$ cat src/rtl/spi_pkg.sv
// Shared types and constants for the SPI slave front end: FSM states, command codes
// and default widths.
package spi_pkg;

  localparam int FRAME_W_DEF = 10;
  localparam int DATA_W_DEF  = 8;
  localparam int CNT_W       = 4;

  localparam logic [1:0] CMD_WR_ADDR = 2'b00;
  localparam logic [1:0] CMD_WR_DATA = 2'b01;
  localparam logic [1:0] CMD_RD_ADDR = 2'b10;
  localparam logic [1:0] CMD_RD_DATA = 2'b11;

  typedef enum logic [2:0] {
    IDLE,
    CHK_CMD,
    WRITE,
    READ_ADD,
    READ_DATA
  } state_t;

  function automatic logic is_data_state(state_t s);
    return s inside {WRITE, READ_ADD, READ_DATA};
  endfunction

  // The second command bit is not yet known in CHK_CMD, so the read path is chosen
  // from whether a read address has already been received.
  function automatic state_t path_for_cmd(logic [1:0] cmd);
    state_t s;
    case (cmd)
      CMD_WR_ADDR, CMD_WR_DATA: s = WRITE;
      CMD_RD_ADDR:              s = READ_ADD;
      CMD_RD_DATA:              s = READ_DATA;
      default:                  s = WRITE;
    endcase
    return s;
  endfunction

endpackage

$ cat src/rtl/spi_slave_fsm_tx_shifter.sv
// MISO serialiser: captures read data on load, shifts it out MSB first over DATA_W
// cycles, then holds miso low and raises done until cleared.
module spi_tx_shifter
  import spi_pkg::*;
#(
  parameter int DATA_W = DATA_W_DEF
) (
  input  logic              clk,
  input  logic              rst_n,
  input  logic              clear,
  input  logic              load,
  input  logic [DATA_W-1:0] data,
  output logic              miso,
  output logic              busy,
  output logic              done
);

  localparam int CW = $clog2(DATA_W);

  logic [DATA_W-1:0] sh_q;
  logic [CW-1:0]     cnt_q;

  // NOTE: sequential state uses non-blocking assignments so every register samples
  // pre-edge values regardless of statement order.
  always_ff @(posedge clk) begin
    if (!rst_n || clear) begin
      miso  <= 1'b0;
      sh_q  <= '0;
      cnt_q <= '0;
      busy  <= 1'b0;
      done  <= 1'b0;
    end else if (load) begin
      miso  <= data[DATA_W-1];
      sh_q  <= {data[DATA_W-2:0], 1'b0};
      cnt_q <= CW'(DATA_W - 1);
      busy  <= 1'b1;
    end else if (busy) begin
      if (cnt_q != '0) begin
        miso  <= sh_q[DATA_W-1];
        sh_q  <= {sh_q[DATA_W-2:0], 1'b0};
        cnt_q <= cnt_q - 1'b1;
      end else begin
        miso <= 1'b0;
        busy <= 1'b0;
        done <= 1'b1;
      end
    end
  end

endmodule

$ cat src/rtl/spi_slave_fsm.sv
// SPI slave front end: deserialises 10-bit frames to the RAM controller and returns
// read data on MISO. Optional macro SPI_FRAME_ERR_EN adds the frame_err abort pulse.
module spi_slave_fsm
  import spi_pkg::*;
#(
  parameter int FRAME_W = FRAME_W_DEF,
  parameter int DATA_W  = DATA_W_DEF
) (
  input  logic               clk,
  input  logic               rst_n,
  input  logic               ss_n,
  input  logic               mosi,
  output logic               miso,
  output logic [FRAME_W-1:0] rx_data,
  output logic               rx_valid,
  input  logic [DATA_W-1:0]  tx_data,
  input  logic               tx_valid
`ifdef SPI_FRAME_ERR_EN
  ,
  output logic               frame_err
`endif
);

  state_t             state_q, state_d;
  logic [FRAME_W-2:0] shift_q;
  logic [CNT_W-1:0]   bit_cnt_q;
  logic               frame_done_q;
  logic               rd_addr_seen_q;

  logic data_state, last_bit, shift_en;
  logic tx_wait, tx_load, tx_clear, tx_busy, tx_done;

  assign data_state = is_data_state(state_q);
  // The final bit completes the frame even if ss_n rises in the same cycle.
  assign last_bit   = data_state && !frame_done_q && (bit_cnt_q == CNT_W'(FRAME_W - 1));
  assign shift_en   = (state_q == CHK_CMD && !ss_n)
                   || (data_state && !frame_done_q && (!ss_n || last_bit));

  assign tx_wait  = (state_q == READ_DATA) && frame_done_q && !tx_busy && !tx_done;
  assign tx_load  = tx_wait && tx_valid && !ss_n;
  assign tx_clear = (state_q == IDLE) || ss_n;

  // NOTE: next state gets its default before the case so no path leaves it unassigned
  // and no latch is inferred.
  always_comb begin
    state_d = state_q;
    unique case (state_q)
      IDLE:    if (!ss_n) state_d = CHK_CMD;
      CHK_CMD: state_d = ss_n ? IDLE : path_for_cmd({mosi, rd_addr_seen_q});
      default: if (ss_n) state_d = IDLE;
    endcase
  end

  always_ff @(posedge clk) begin
    if (!rst_n) begin
      state_q        <= IDLE;
      shift_q        <= '0;
      bit_cnt_q      <= '0;
      frame_done_q   <= 1'b0;
      rx_data        <= '0;
      rx_valid       <= 1'b0;
      rd_addr_seen_q <= 1'b0;
    end else begin
      state_q  <= state_d;
      rx_valid <= last_bit;
      if (state_q == IDLE) begin
        shift_q      <= '0;
        bit_cnt_q    <= '0;
        frame_done_q <= 1'b0;
      end else if (shift_en) begin
        shift_q   <= {shift_q[FRAME_W-3:0], mosi};
        bit_cnt_q <= bit_cnt_q + 1'b1;
      end
      if (last_bit) begin
        frame_done_q <= 1'b1;
        rx_data      <= {shift_q, mosi};
        if (state_q == READ_ADD)  rd_addr_seen_q <= 1'b1;
        if (state_q == READ_DATA) rd_addr_seen_q <= 1'b0;
      end
    end
  end

  spi_tx_shifter #(
    .DATA_W(DATA_W)
  ) u_tx (
    .clk  (clk),
    .rst_n(rst_n),
    .clear(tx_clear),
    .load (tx_load),
    .data (tx_data),
    .miso (miso),
    .busy (tx_busy),
    .done (tx_done)
  );

`ifdef SPI_FRAME_ERR_EN
  // An abort counts as an error until the frame is complete and, on the read-data
  // path, until the MISO transfer has finished.
  logic err_cond;
  assign err_cond = ss_n && ((state_q == CHK_CMD)
                          || (data_state && !frame_done_q && !last_bit)
                          || (state_q == READ_DATA && frame_done_q && !tx_done));

  always_ff @(posedge clk) begin
    if (!rst_n) frame_err <= 1'b0;
    else        frame_err <= err_cond;
  end
`else
  // Aborts are silent in this build.
`endif

endmodule

$ cat config.mk
export PLATFORM = sky130hd
export DESIGN_NAME = spi_slave_fsm
export DESIGN_NICKNAME = d
export VERILOG_FILES = /design/src/rtl/spi_pkg.sv /design/src/rtl/spi_slave_fsm_tx_shifter.sv /design/src/rtl/spi_slave_fsm.sv
export SDC_FILE = /design/constraint.sdc
export NUM_CORES = 1
export LEC_CHECK = 0
export ABC_AREA = 1
export BUFFER_PORTS_ARGS = -buffer_cell sky130_fd_sc_hd__buf_4
export CORE_UTILIZATION = 35
export CTS_CLUSTER_SIZE = 12
export DETAILED_ROUTE_END_ITERATION = 10
export SYNTH_ARGS = -nofsm -noshare
export SYNTH_HDL_FRONTEND = slang
export SYNTH_SLANG_ARGS = --single-unit
$ cat constraint.sdc
create_clock -name clk -period 1.8 [get_ports clk]
set_input_delay 0.09 -clock clk [delete_from_list [all_inputs] [get_ports clk]]
set_output_delay 0.09 -clock clk [all_outputs]
set_load 0.01 [all_outputs]
==> results.py, run 1 <==
metrics = {
    "clock_network": {
        "cts_hold_buf": 0,
        "h-tree-depth": 2,
        "cts-resized-gates": 0,
        "clk-insertion-delay-late_ns": 0.30,
        "cts_tree": "done",
        "cts_buffers": 5,
        "cts_buffer_depth": 2,
        "clkSinkCount": 42,
        "clock-root-buffer": "clkbuf_8",
        "post_cts_buffers": 0,
        "path_clk_slew_ns": 0.08,
    },
    "routing": {
        "routed_wl_um": 4160,
        "vias": 1668,
        "via_per_inst": 4.66,
        "dr.pass1.iters": 4,
        "antenna_left": 0,
        "remaining_drc_errors": 0,
        "routedWlPerCell_um": 11.6,
        "drt_iter0_markers": 65,
    },
    "worst_hold_path": {
        "hold_path_depth": 3,
        "hold_end": "u_tx.miso$_SDFFE_PP0P_",
        "min_path_type": "in2reg",
        "hp-start": "tx_data[7]",
    },
    "layout": {
        "instances_no_fill": 358,
        "nets": 302,
        "layout-drive-gt1-share": 0.217,
        "antennaDiodeCount": 0,
        "syn2layout_area_growth_pct": 15.8,
        "nFillCells": 584,
    },
    "critical_path": {
        "worstPathArrival_ns": 1.65,
        "reg2reg_from": "state_q[1]$_SDFFE_PN0P_",
        "reg2reg_depth": 5,
        "worstPathMaxFanout": 9,
        "rr_endpoint": "rx_data[9]$_SDFFE_PN0P_",
        "r2r_setup_slack_ns": 0.38,
        "crit_path_end_kind": "register",
        "critical_path_class": "reg2reg",
        "crit_required_ns": 2.02,
        "start_kind": "register",
    },
    "pwr": {
        "p_sw_frac": 0.251,
        "power.share.clock": 0.365,
        "finalPower_uw": 1740,
        "p_int_uw": 1300,
        "p_leak_uw": 0.000860,
        "switching_power_uw": 438,
        "power_frac_seq": 0.547,
        "p_per_area_nw_per_um2": 753,
        "peakVddDrop_mv": 0.420,
        "combPwrFrac": 0.088,
    },
    "timing": {
        "fin_ws_ns": 0.377,
        "fmax_mhz": 703,
        "tns_ns": 0,
        "rsz0062_at_grt": "no",
        "fin_skew_ns": 0.0111,
        "slew_headroom": 0.689,
        "period_needed_ns": 1.42,
        "setup_viol": 0,
        "fin_crit_sh": 0.791,
        "slew_violations": 0,
        "final-hold-violation-count": 0,
        "worst_slew_pin_slew_ns": 0.467,
    },
    "placed_design": {
        "place_congestion": 0.768,
        "hpwl_um": 3030,
        "place_ws_ns": 0.407,
        "placedCellCount": 350,
        "numPortBuffers": 24,
    },
    "yosys": {
        "synth_top_area_share": 0.421,
        "synth_top_cells_by_area": "dfxtp_1 42%, nand2_1 7.7%, nor2_1 7.7%",
        "synth_seq_area_share": 0.421,
        "synth_seq_cells": 42,
        "synth_area_per_cell_sq_um": 7.68,
        "synth-edff-count": 0,
        "synth_ff_type": "dfxtp_1",
        "ys_async_sr_fraction": 0,
        "yosysUniqueCellTypes": 30,
        "synth_nets": 277,
        "netlist_instances": 260,
        "post-synth-top-area-cell": "dfxtp_1",
        "netlist_area_sq_um": 2000,
        "yosys_warnings": 0,
    },
    "floorplanning": {
        "io_pins": 25,
        "die_y_um": 77.5,
        "initial_core_util": 0.363,
        "rows": 27,
        "die_area_sq_um": 6010,
        "die_w_um": 77.5,
        "core-area_sq_um": 5510,
    },
    "global_route": {
        "overflow": 0,
        "antenna_found_initial": 0,
        "track_usage": 0.157,
        "grt_max_degree": 15,
        "grt_pass1_wl_um": 7440,
        "grt_pass1_vias": 1669,
    },
    "job": {
        "maxCapViolCount": 0,
    },
    "run_status": {
        "status": "finished clean",
    },
}
synth_stat cells, types with 8 or more instances:
| cell | instances |
|---|---|
| nand2_1 | 41 |
| dfxtp_1 | 42 |
| a21oi_1 | 20 |
| nand3_1 | 23 |
| nor2_1 | 41 |
| inv_1 | 21 |
| nand3b_1 | 8 |
| o21ai_0 | 8 |
sequential cells by signal, indices dropped and copies added (netlist names):
name	count
frame_done_q	1
u_tx.miso	1
u_tx.cnt_q	3
u_tx.busy	1
shift_q	9
rx_valid	1
rd_addr_seen_q	1
u_tx.done	1
state_q	3
rx_data	10
u_tx.sh_q	7
bit_cnt_q	4
cell usage in the layout (no fill, tap or decap):
| master | instances |
|---|---|
| nor2_2 | 4 |
| ha_1 | 4 |
| nand2_4 | 4 |
| clkinv_2 | 1 |
| nand3b_1 | 8 |
| nand2_2 | 2 |
| o21ai_2 | 3 |
| clkbuf_8 | 6 |
| a31oi_1 | 2 |
| a21oi_2 | 2 |
| nand3_4 | 1 |
| clkinv_1 | 1 |
| clkbuf_1 | 1 |
| nor3_4 | 1 |
| nand3_1 | 23 |
| o21ai_1 | 4 |
| o21ai_0 | 8 |
| inv_1 | 21 |
| nor2_1 | 41 |
| buf_4 | 28 |
| xor2_1 | 3 |
| nor2_4 | 2 |
| nand3_2 | 4 |
| o22ai_1 | 2 |
| inv_2 | 4 |
| nand2_1 | 41 |
| dfxtp_1 | 42 |
| nor3_1 | 3 |
| a21oi_1 | 20 |
worst max-delay path: stages (launching register included):
cell and delay (ns):
dfxtp_1 0.54, o21ai_0 0.15, nor2_2 0.22, buf_4 0.20
nand3_1 0.08, a21oi_1 0.15
area by class of cell:
class | instances | area [sq um] | area share
clock buffer | 7 | 86.3 | 0.0373
clock inverter | 1 | 5.00 | 0.00216
inverter | 26 | 97.6 | 0.0422
multi-input combinational | 182 | 982 | 0.425
sequential | 42 | 841 | 0.364
tap | 72 | 90.1 | 0.0390
timing repair buffer | 28 | 210 | 0.0909
worst max path at each step:
stage	from	to	cells after the start
final	state_q[1]$_SDFFE_PN0P_	rx_data[9]$_SDFFE_PN0P_	5
after global routing	state_q[1]$_SDFFE_PN0P_	rx_data[9]$_SDFFE_PN0P_	5
after CTS	state_q[1]$_SDFFE_PN0P_	rx_data[9]$_SDFFE_PN0P_	5
after detailed placement	state_q[1]$_SDFFE_PN0P_	rx_data[9]$_SDFFE_PN0P_	5
after global placement	bit_cnt_q[1]$_SDFFE_PP0P_	shift_q[0]$_SDFFE_PP0P_	8
after floorplan	u_tx.cnt_q[0]$_SDFFE_PP0P_	u_tx.sh_q[4]$_SDFFE_PP0P_	8
cells by family after synthesis:
logic type,synth area share
buffers and inverters,0.0871
adders and majority gates,0.0251
xor gates and xnor gates,0.0132
DFF,0.421
and+or+nand+nor,0.339
AOI/OAI and AO/OA,0.115
per-stage QoR:
step                hold WS (ns)  area, sq um   util
floorplan                  0.169         2000      -
global placement           0.330         2220  0.403
detailed placement         0.336         2220  0.403
CTS                       0.0225         2310  0.420
global route              0.0330         2310  0.420
finish                    0.0307         2310  0.420
power by group through the flow:
stage	combinational, uW	clock [uW]	sequential (uW)
final	154	636	952
after floorplan	124	0	968
after CTS	154	658	952
after global placement	155	0	973
after detailed placement	154	0	974
after global routing	177	703	954
per-layer routing:
| metal | up-vias | share of wire | global-route usage |
|---|---|---|---|
| met5 | - | 0 | 0 |
| met4 | 0 | 0.0082 | 0.0491 |
| met3 | 4 | 0.041 | 0.0482 |
| met2 | 23 | 0.46 | 0.259 |
| met1 | 758 | 0.49 | 0.194 |
| li1 | 883 | - | - |
Note: power is estimated with default switching activity, not from simulation.
==> run 2: changes to the inputs <==
- clock period: 1.8 -> 1.2 ns (I/O delays scaled with it)
==> results.py, run 2 (synthesized netlist as in run 1, its figures left out) <==
metrics = {
    "routing": {
        "dr.pass1.iters": 4,
        "vias": 1926,
        "antenna_left": 0,
        "routed_wl_um": 5150,
        "drt_iter0_markers": 55,
        "routedWlPerCell_um": 12.9,
        "via_per_inst": 4.83,
        "remaining_drc_errors": 0,
    },
    "layout": {
        "syn2layout_area_growth_pct": 45.5,
        "final_util": 0.528,
        "final_common_cell": "buf_4",
        "instances_no_fill": 399,
        "top_regs": "rx_data: 10 flops, shift_q: 9 flops, u_tx.sh_q: 7 flops",
        "largest_reg_flops": 10,
        "nets": 343,
        "layout-drive-gt1-share": 0.437,
        "top_register": "rx_data",
        "mostFrequentLayoutCells": "57 x buf_4, 38 x nor2_1, 35 x nand2_1, 35 x dfxtp_1, 20 x nand3_1",
        "antennaDiodeCount": 0,
        "fin_area_sq_um": 2910,
        "nFillCells": 518,
    },
    "placed_design": {
        "placedCellCount": 375,
        "numPortBuffers": 24,
        "place_ws_ns": -0.127,
        "place_congestion": 0.801,
        "hpwl_um": 3180,
        "placed_area_sq_um": 2450,
    },
    "pwr": {
        "switching_power_uw": 759,
        "p_leak_uw": 0.00112,
        "peakVddDrop_mv": 0.635,
        "power_frac_seq": 0.518,
        "power.share.clock": 0.348,
        "combPwrFrac": 0.134,
        "p_sw_frac": 0.276,
        "p_int_uw": 1990,
        "p_per_area_nw_per_um2": 947,
        "finalPower_uw": 2750,
    },
    "critical_path": {
        "worstPathMaxFanout": 8,
        "worstSetupStartpoint": "state_q[1]$_SDFFE_PN0P_",
        "worstPathArrival_ns": 1.58,
        "crit_required_ns": 1.44,
        "endpoint": "rx_data[6]$_SDFFE_PN0P_",
        "reg2reg_from": "state_q[1]$_SDFFE_PN0P_",
        "rr_endpoint": "rx_data[6]$_SDFFE_PN0P_",
        "crit_path_end_kind": "register",
        "r2r_setup_slack_ns": -0.13,
        "start_kind": "register",
        "critical_path_class": "reg2reg",
        "reg2reg_depth": 7,
    },
    "global_route": {
        "track_usage": 0.173,
        "overflow": 0,
        "antenna_found_initial": 0,
        "grt_pass1_wl_um": 8070,
        "grt_max_degree": 16,
        "grt_pass1_vias": 1806,
    },
    "timing": {
        "worst_slew_pin_slew_ns": 0.279,
        "final-hold-violation-count": 0,
        "period_needed_ns": 1.33,
        "fin_crit_sh": 1.11,
        "fin_ws_ns": -0.134,
        "slew_violations": 0,
        "setup_viol": 38,
        "fin_skew_ns": 0.00951,
        "fmax_mhz": 750,
        "rsz0062_at_grt": "yes",
        "slew_headroom": 0.814,
    },
    "clock_network": {
        "clock-root-buffer": "clkbuf_8",
        "cts_tree": "done",
        "clkSinkCount": 42,
        "path_clk_slew_ns": 0.09,
        "clk-insertion-delay-late_ns": 0.30,
        "cts_buffer_depth": 2,
        "h-tree-depth": 2,
        "cts_buffers": 5,
    },
    "floorplanning": {
        "initial_core_util": 0.363,
        "io_pins": 25,
        "die_w_um": 77.5,
        "rows": 27,
        "core-area_sq_um": 5510,
        "die_area_sq_um": 6010,
        "die_y_um": 77.5,
    },
    "run_status": {
        "status": "finished, violations left",
        "violations": "setup timing",
    },
    "job": {
        "maxCapViolCount": 0,
    },
    "worst_hold_path": {
        "min_path_type": "in2reg",
        "hp-start": "tx_data[1]",
    },
}
-- run 2: cell types whose count changed in the layout (fill, tap and decap cells not counted), moves of 4 or more --
cell	before	now
a21oi_1	20	12
a21oi_2	2	9
buf_4	28	57
buf_6	0	7
dfxtp_1	42	35
dfxtp_2	0	4
inv_1	21	16
nand2_1	41	35
nand2_2	2	6
nor2_4	2	6
-- run 2: routing by layer --
layer | routed length [um] | share of wire | track usage | vias to the layer above
li1 | - | - | - | 972
met1 | 2280 | 0.44 | 0.204 | 892
met2 | 2550 | 0.50 | 0.297 | 45
met3 | 180 | 0.035 | 0.0482 | 17
met4 | 142 | 0.028 | 0.0623 | 0
met5 | 0 | 0 | 0 | -
-- run 2: per-stage QoR --
| stage | hold slack [ns] | setup TNS [ns] |
|---|---|---|
| 2_1_floorplan | 0.139 | -1.09 |
| 3_3_place_gp | 0.299 | -3.54 |
| 3_5_place_dp | 0.308 | -3.14 |
| 4_1_cts | 0.00656 | -2.81 |
| 5_1_grt | 0.0158 | -6.02 |
| 6_report | 0.0138 | -3.23 |
-- run 2: layout make-up --
| class | instances | area [sq um] | share of cell area |
|---|---|---|---|
| multi-input combinational | 184 | 1200 | 0.413 |
| tap | 72 | 90.1 | 0.0310 |
| clock inverter | 3 | 23.8 | 0.00818 |
| clock buffer | 5 | 68.8 | 0.0237 |
| timing repair buffer | 67 | 557 | 0.192 |
| inverter | 26 | 110 | 0.0379 |
| sequential | 42 | 857 | 0.295 |
-- run 2: worst min-delay path by stage --
| stage | endpoint | slack, ns | depth (start not counted) |
|---|---|---|---|
| after floorplan | state_q[1]$_SDFFE_PN0P_ | 0.14 | 1 |
| after global placement | u_tx.miso$_SDFFE_PP0P_ | 0.30 | 3 |
| after detailed placement | u_tx.sh_q[7]$_SDFFE_PP0P_ | 0.31 | 3 |
| after CTS | state_q[2]$_SDFFE_PN0P_ | 0.007 | 3 |
| after global routing | u_tx.miso$_SDFFE_PP0P_ | 0.02 | 3 |
| final | u_tx.sh_q[2]$_SDFFE_PP0P_ | 0.01 | 3 |
-- run 2: critical path, cell delays in order (launching register included) --
cell and delay (ns):
dfxtp_4 0.39, nor2_4 0.13, nor2_1 0.06, nor2_2 0.21, buf_4 0.17, buf_6 0.11, nand3_1 0.09, a21oi_2 0.12
-- run 2: power groups by stage --
stage / Clock, uW / Combinational [uW] / Sequential (uW)
4_1_cts: 983 / 320 / 1430
3_5_place_dp: 0 / 286 / 1460
5_1_grt: 1040 / 402 / 1430
2_1_floorplan: 0 / 187 / 1450
6_report: 959 / 368 / 1430
3_3_place_gp: 0 / 287 / 1460
-- run 2: repair_timing --
action                                 CTS  global route
hold buffers                             1             0
gates cloned                             3             0
gates resized for setup                 31            34
endpoints found under the hold margin    1             0
pin swaps                               17            12
setup buffers                            5             7
setup endpoints to repair               40            40
